===== src/rtl/mq_fifo_pkg.sv =====
// Shared helpers for the multi-queue FIFO: width derivation and per-queue status predicates.
package mq_fifo_pkg;

    // Queue-id width; a single queue still gets a 1-bit id port.
    function automatic int unsigned calc_qw(input int unsigned num_queues);
        return (num_queues > 2) ? $clog2(num_queues) : 1;
    endfunction

    function automatic int unsigned calc_pw(input int unsigned queue_size);
        return $clog2(queue_size);
    endfunction

    // Count needs one extra bit so a completely full queue is representable.
    function automatic int unsigned calc_cw(input int unsigned queue_size);
        return $clog2(queue_size) + 1;
    endfunction

    function automatic logic thresh_reached(input int unsigned count,
                                            input int unsigned thresh);
        return count >= thresh;
    endfunction

    function automatic logic is_full(input int unsigned count, input int unsigned queue_size);
        return count == queue_size;
    endfunction

endpackage


===== src/rtl/mq_fifo_ctrl.sv =====
// Pointer and occupancy bookkeeping for one logical queue; storage lives in the top.
module mq_fifo_ctrl
    import mq_fifo_pkg::*;
#(
    parameter int unsigned QUEUE_SIZE   = 16,
    parameter int unsigned AFULL_THRESH = QUEUE_SIZE - 2,
    localparam int unsigned PW = calc_pw(QUEUE_SIZE),
    localparam int unsigned CW = calc_cw(QUEUE_SIZE)
) (
    input  logic          clk,
    input  logic          rst,
    input  logic          i_inc_tail,
    input  logic          i_inc_head,
    input  logic          i_flush,
    output logic [PW-1:0] o_head,
    output logic [PW-1:0] o_tail,
    output logic          o_empty,
    output logic          o_full,
    output logic          o_afull,
    output logic [CW-1:0] o_count
);

    logic [PW-1:0] r_head;
    logic [PW-1:0] r_tail;
    logic [CW-1:0] r_count;

    logic [PW-1:0] w_head_nxt;
    logic [PW-1:0] w_tail_nxt;
    logic [CW-1:0] w_count_nxt;

    // Flush wins over any same-cycle increment; the top already masks those, this is belt-and-braces.
    always_comb begin
        w_head_nxt  = r_head;
        w_tail_nxt  = r_tail;
        w_count_nxt = r_count;
        if (i_flush) begin
            w_head_nxt  = '0;
            w_tail_nxt  = '0;
            w_count_nxt = '0;
        end else begin
            if (i_inc_tail) begin
                w_tail_nxt = r_tail + 1'b1;
            end
            if (i_inc_head) begin
                w_head_nxt = r_head + 1'b1;
            end
            case ({i_inc_tail, i_inc_head})
                2'b10:   w_count_nxt = r_count + 1'b1;
                2'b01:   w_count_nxt = r_count - 1'b1;
                default: w_count_nxt = r_count;
            endcase
        end
    end

    always_ff @(posedge clk or posedge rst) begin
        if (rst) begin
            r_head  <= '0;
            r_tail  <= '0;
            r_count <= '0;
        end else begin
            r_head  <= w_head_nxt;
            r_tail  <= w_tail_nxt;
            r_count <= w_count_nxt;
        end
    end

    always_comb begin
        o_head  = r_head;
        o_tail  = r_tail;
        o_count = r_count;
        o_empty = (r_count == '0);
        o_full  = is_full(32'(r_count), QUEUE_SIZE);
        o_afull = thresh_reached(32'(r_count), AFULL_THRESH);
    end

endmodule


===== src/rtl/multi_queue_fifo.sv =====
// NUM_QUEUES independent FIFOs sharing one storage array, addressed as {qid, ptr}.
module multi_queue_fifo
    import mq_fifo_pkg::*;
#(
    parameter int unsigned DWIDTH       = 32,
    parameter int unsigned QUEUE_SIZE   = 16,
    parameter int unsigned NUM_QUEUES   = 4,
    parameter int unsigned AFULL_THRESH = QUEUE_SIZE - 2,
    localparam int unsigned QW = calc_qw(NUM_QUEUES),
    localparam int unsigned PW = calc_pw(QUEUE_SIZE),
    localparam int unsigned CW = calc_cw(QUEUE_SIZE)
) (
    input  logic                     clk,
    input  logic                     rst,
    input  logic                     i_enq_en,
    input  logic [QW-1:0]            i_enq_qid,
    input  logic [DWIDTH-1:0]        i_enq_data,
    output logic                     o_enq_ready,
    input  logic                     i_deq_en,
    input  logic [QW-1:0]            i_deq_qid,
    output logic                     o_deq_valid,
    output logic [DWIDTH-1:0]        o_deq_data,
    input  logic                     i_flush_en,
    input  logic [QW-1:0]            i_flush_qid,
    output logic [NUM_QUEUES-1:0]    o_q_empty,
    output logic [NUM_QUEUES-1:0]    o_q_full,
    output logic [NUM_QUEUES-1:0]    o_q_afull,
    output logic [NUM_QUEUES*CW-1:0] o_q_count
);

    localparam int unsigned Depth = NUM_QUEUES * QUEUE_SIZE;
    localparam int unsigned AW    = QW + PW;

    logic [DWIDTH-1:0] r_mem [Depth];

    logic [PW-1:0]         w_head  [NUM_QUEUES];
    logic [PW-1:0]         w_tail  [NUM_QUEUES];
    logic [CW-1:0]         w_count [NUM_QUEUES];
    logic [NUM_QUEUES-1:0] w_empty;
    logic [NUM_QUEUES-1:0] w_full;
    logic [NUM_QUEUES-1:0] w_afull;
    logic [NUM_QUEUES-1:0] w_inc_tail;
    logic [NUM_QUEUES-1:0] w_inc_head;
    logic [NUM_QUEUES-1:0] w_flush;

    logic          w_enq_ready;
    logic          w_deq_valid;
    logic [PW-1:0] w_enq_tail;
    logic [PW-1:0] w_deq_head;
    logic          w_enq_fire;
    logic          w_deq_fire;
    logic [AW-1:0] w_wr_addr;
    logic [AW-1:0] w_rd_addr;

    // Qid steering by comparison against each queue index, so out-of-range ids match nothing.
    always_comb begin
        w_enq_ready = 1'b0;
        w_deq_valid = 1'b0;
        w_enq_tail  = '0;
        w_deq_head  = '0;
        w_flush     = '0;
        for (int i = 0; i < NUM_QUEUES; i++) begin
            if (i_enq_qid == QW'(i)) begin
                w_enq_ready = !w_full[i];
                w_enq_tail  = w_tail[i];
            end
            if (i_deq_qid == QW'(i)) begin
                w_deq_valid = !w_empty[i];
                w_deq_head  = w_head[i];
            end
            w_flush[i] = i_flush_en && (i_flush_qid == QW'(i));
        end
    end

    // A flush of the same queue drops the enqueue/dequeue entirely.
    assign w_enq_fire = i_enq_en && w_enq_ready && !(i_flush_en && (i_flush_qid == i_enq_qid));
    assign w_deq_fire = i_deq_en && w_deq_valid && !(i_flush_en && (i_flush_qid == i_deq_qid));
    assign w_wr_addr  = {i_enq_qid, w_enq_tail};
    assign w_rd_addr  = {i_deq_qid, w_deq_head};

    for (genvar g = 0; g < NUM_QUEUES; g++) begin : g_queue
        assign w_inc_tail[g] = w_enq_fire && (i_enq_qid == QW'(g));
        assign w_inc_head[g] = w_deq_fire && (i_deq_qid == QW'(g));

        mq_fifo_ctrl #(
            .QUEUE_SIZE   (QUEUE_SIZE),
            .AFULL_THRESH (AFULL_THRESH)
        ) u_ctrl (
            .clk        (clk),
            .rst        (rst),
            .i_inc_tail (w_inc_tail[g]),
            .i_inc_head (w_inc_head[g]),
            .i_flush    (w_flush[g]),
            .o_head     (w_head[g]),
            .o_tail     (w_tail[g]),
            .o_empty    (w_empty[g]),
            .o_full     (w_full[g]),
            .o_afull    (w_afull[g]),
            .o_count    (w_count[g])
        );

        assign o_q_count[g*CW +: CW] = w_count[g];
    end

    always_ff @(posedge clk) begin
        if (w_enq_fire) begin
            r_mem[w_wr_addr] <= i_enq_data;
        end
    end

    always_comb begin
        o_enq_ready = w_enq_ready;
        o_deq_valid = w_deq_valid;
        o_deq_data  = w_deq_valid ? r_mem[w_rd_addr] : '0;
        o_q_empty   = w_empty;
        o_q_full    = w_full;
        o_q_afull   = w_afull;
    end

endmodule


===== config.mk =====
export PLATFORM = sky130hd
export DESIGN_NAME = multi_queue_fifo
export DESIGN_NICKNAME = d
export VERILOG_FILES = /design/src/rtl/mq_fifo_pkg.sv /design/src/rtl/mq_fifo_ctrl.sv /design/src/rtl/multi_queue_fifo.sv
export SDC_FILE = /design/constraint.sdc
export NUM_CORES = 2
export LEC_CHECK = 0
export ABC_AREA = 1
export BUFFER_PORTS_ARGS = -buffer_cell sky130_fd_sc_hd__buf_4
export CORE_UTILIZATION = 35
export DETAILED_ROUTE_END_ITERATION = 8
export SKIP_CTS_REPAIR_TIMING = 1
export SLEW_MARGIN = 20
export SYNTH_ARGS = -nofsm -noshare
export SYNTH_HDL_FRONTEND = slang
export SYNTH_SLANG_ARGS = --single-unit

===== constraint.sdc =====
create_clock -name clk -period 4 [get_ports clk]
set_clock_uncertainty 0.2 [all_clocks]
set_input_delay 0.8 -clock clk [delete_from_list [all_inputs] [get_ports clk]]
set_output_delay 0.8 -clock clk [all_outputs]
set_load 0.02 [all_outputs]

==> impl_metrics.csv <==
group,metric,value,unit
grt,grt_pass1_vias,55700,
grt,antenna_found_initial,16,
synth,synthTopCellsByArea,"edfxtp_1, nand3_1, nand2_1",
power_and_ir_drop,vdd_ir_drop_max,0.0004225,V
synth,synth-compound-area-share,0.4724,%
timing,maxSlewViolCount,0,
placement,dpl-instance-area,95400,µm²
grt,grt.total_usage,19.16,%
clock_tree,h-tree-depth,4,
critical_path,crit_arrival,3460,ps
timing,rsz0062_at_grt,"true",
clock_tree,cts_tree,"yes",
clock_tree,cts_buffer_depth,3,
synth,yosys.area_share.adder,0.3499,%
synth,synth.largest_area_cell,"edfxtp_1",
timing,min_period,4460,ps
power_and_ir_drop,p_leak,38.87,nW
synth,syn_nets,7330,
synth,yosysSeqAreaShare,73.18,%
placement,dp_hpwl,145400,µm
synth,netlist_instances,7263,
synth,synthSimpleGateAreaFrac,22.51,%
timing,fmax,224.2,MHz
grt,grt_max_degree,65,
synth,synth-seq-cells,2100,
critical_path,reg2regPathDepth,14,
synth,synth_top_cell_area_share,71.66,%
synth,synth_most_common_cell,"nand2_1",
finish,drive_gt1_share,17.76,%
placement,dpl.cell_count,10630,
placement,gp_congestion,0.8725,
routing,wl_per_cell,23.21,µm
timing,tightest_slew,1164,ps
grt,grt-busiest-layer,"met2",
floorplanning,fp.dieW,497.2,µm
critical_path,rrSetupSlack,530,ps
finish,area_growth,24.45,%
timing,finalSetupTns,-11310,ps
status,status,"finished with violations",
grt,grt_pass1_wl,361100,µm
critical_path,crit_path_max_fanout,8,
finish,num-nets-final,7877,
critical_path,critical_path_class,"flip-flop to output port",
synth,syn_area,85820,µm²
synth,synth_xor_area_share,0.3776,%
clock_tree,clk_latency,870,ps
synth,synth-edff-count,2048,
clock_tree,clock_sinks,2100,
hold_path,hold_path_depth,3,
routing,drt_wl_total,259700,µm
synth,synth_top_family_by_area,"simple AND/OR/NAND/NOR gates",
synth,ys_types,40,
hold_path,hp-class,"input pin to flip-flop",
power_and_ir_drop,p_per_area,572.6,nW/µm²
routing,drcViolationCount,0,
clock_tree,clk_pin_slew,60,ps
routing,first_pass_iters,6,
routing,ant_nets,0,
grt,use_met1,25.61,%
placement,place_ws,-773.7,ps
grt,use_met3,2.597,%
timing,finalHoldViolCount,0,
routing,vias_per_cell,5.316,
placement,io_buffer_count,108,
synth,synth_ff_type,"edfxtp_1",
synth,yosys_warnings,0,
critical_path,r2r_start,"g_queue[2].u_ctrl.o_count[2]$_DFFE_PP0P_",
critical_path,endpoint_kind,"output port",
finish,design_area,106800,µm²
critical_path,cp-startpoint,"g_queue[2].u_ctrl.o_head[0]$_DFFE_PP0P_",
clock_tree,cts_buffers,208,
routing,num_vias,59470,
routing,first_iter_violations,6866,
timing,fin_ws,-460.1,ps
critical_path,cp.required,3000,ps
status,violations,"negative setup slack",
grt,use_met2,31.97,%
floorplanning,die-area,247200,µm²
run,cap_violations,0,
finish,final_cells,11190,
clock_tree,root_buffer,"clkbuf_16",
floorplanning,core_area,243500,µm²
timing,finalSetupViolCount,32,
timing,fin_crit_sh,111.5,%
timing,hold_ws,159.4,ps
synth,synthArstFlopShare,2.476,%
floorplanning,io_pins,109,
grt,grt-ovfl-total,0,
timing,maxSlewHeadroom,22.39,%
hold_path,min_from,"i_deq_qid[0]",
floorplanning,rows,181,
synth,netlist_top_cells_count,"nand2_1, edfxtp_1, nand3_1",
critical_path,worstSetupStartpointType,"flip-flop",
synth,synth_area_per_cell,11.82,µm²
floorplanning,start_util,35.25,%
synth,muxShareOfSynthArea,0,%
floorplanning,die-height,497.2,µm
power by group:
part	internal, mW	total, mW	switching, mW
registers	24.5	24.8	0.245
logic	7.01	17.2	10.2
clock network	10.7	19.2	8.45
sequential cells by signal (all words and copies together) (netlist names):
register                cells
g_queue.u_ctrl.o_head      16
r_mem                    2048
g_queue.u_ctrl.o_count     20
g_queue.u_ctrl.o_tail      16
layout by cell type, fill, tap and decap left out, types with 77 or more instances in the layout:
master	n
inv_1	77
nand3_1	1768
edfxtp_1	2048
nand2_1	2339
buf_12	204
nand3_2	102
buf_4	390
nor2_4	91
clkbuf_16	273
nand2_2	90
final cells by class:
class	count	area, µm²
repair buffers	793	10930
well taps	3202	4006
multi-input cells	4615	22060
inverters	92	386.6
diodes	6	15.01
fillers	21630	136700
clock inverters	123	1192
clock buffers	257	5410
flip-flops and latches	2100	62800
layer usage:
metal | share of wire [%] | vias to the layer above
met2 | 49 | 2747
met3 | 7.8 | 434
met4 | 3.1 | 4
met5 | 0.010 | -
li1 | - | 26820
met1 | 40 | 29470
stage by stage:
step                total power, mW  utilization (%)
floorplan                     32.85                -
global placement              38.78            39.19
detailed placement            38.95            39.19
CTS                           57.95            41.90
global route                  63.36            43.87
finish                        61.16            43.87
path summary, 6_finish.rpt:
path                                                            end
max                                                  o_deq_data[28]
min                         g_queue[3].u_ctrl.o_head[0]$_DFFE_PP0P_
max reg2reg                g_queue[1].u_ctrl.o_count[4]$_DFFE_PP0P_
min reg2reg                 g_queue[3].u_ctrl.o_head[3]$_DFFE_PP0P_
max in group asynchronous  g_queue[3].u_ctrl.o_count[0]$_DFFE_PP0P_
min in group asynchronous  g_queue[1].u_ctrl.o_count[4]$_DFFE_PP0P_
worst max-delay path, cell delays in order (launching register included):
cell and delay [ps]:
dfrtp_1 380, inv_1 70, nand3_2 90, nand2_4 90, nor2_4 150, buf_12 160, buf_6 110, buf_16 160
buf_12 180, buf_6 120, nand2_1 50, nand3_1 80, nand3_1 80, nand3_1 80, nand2_1 70, nand2_2 100
nand3_4 110, nor2_4 230, buf_6 160, buf_6 110
cells by family after synthesis:
family                   Yosys count
AND/OR/NAND/NOR                 4485
flip-flops                      2100
buffers and inverters            549
AO/OA/AOI/OAI                     68
XOR/XNOR                          37
adder cells (fa/ha/maj)           24
Note: power is estimated with default switching activity, not from simulation.
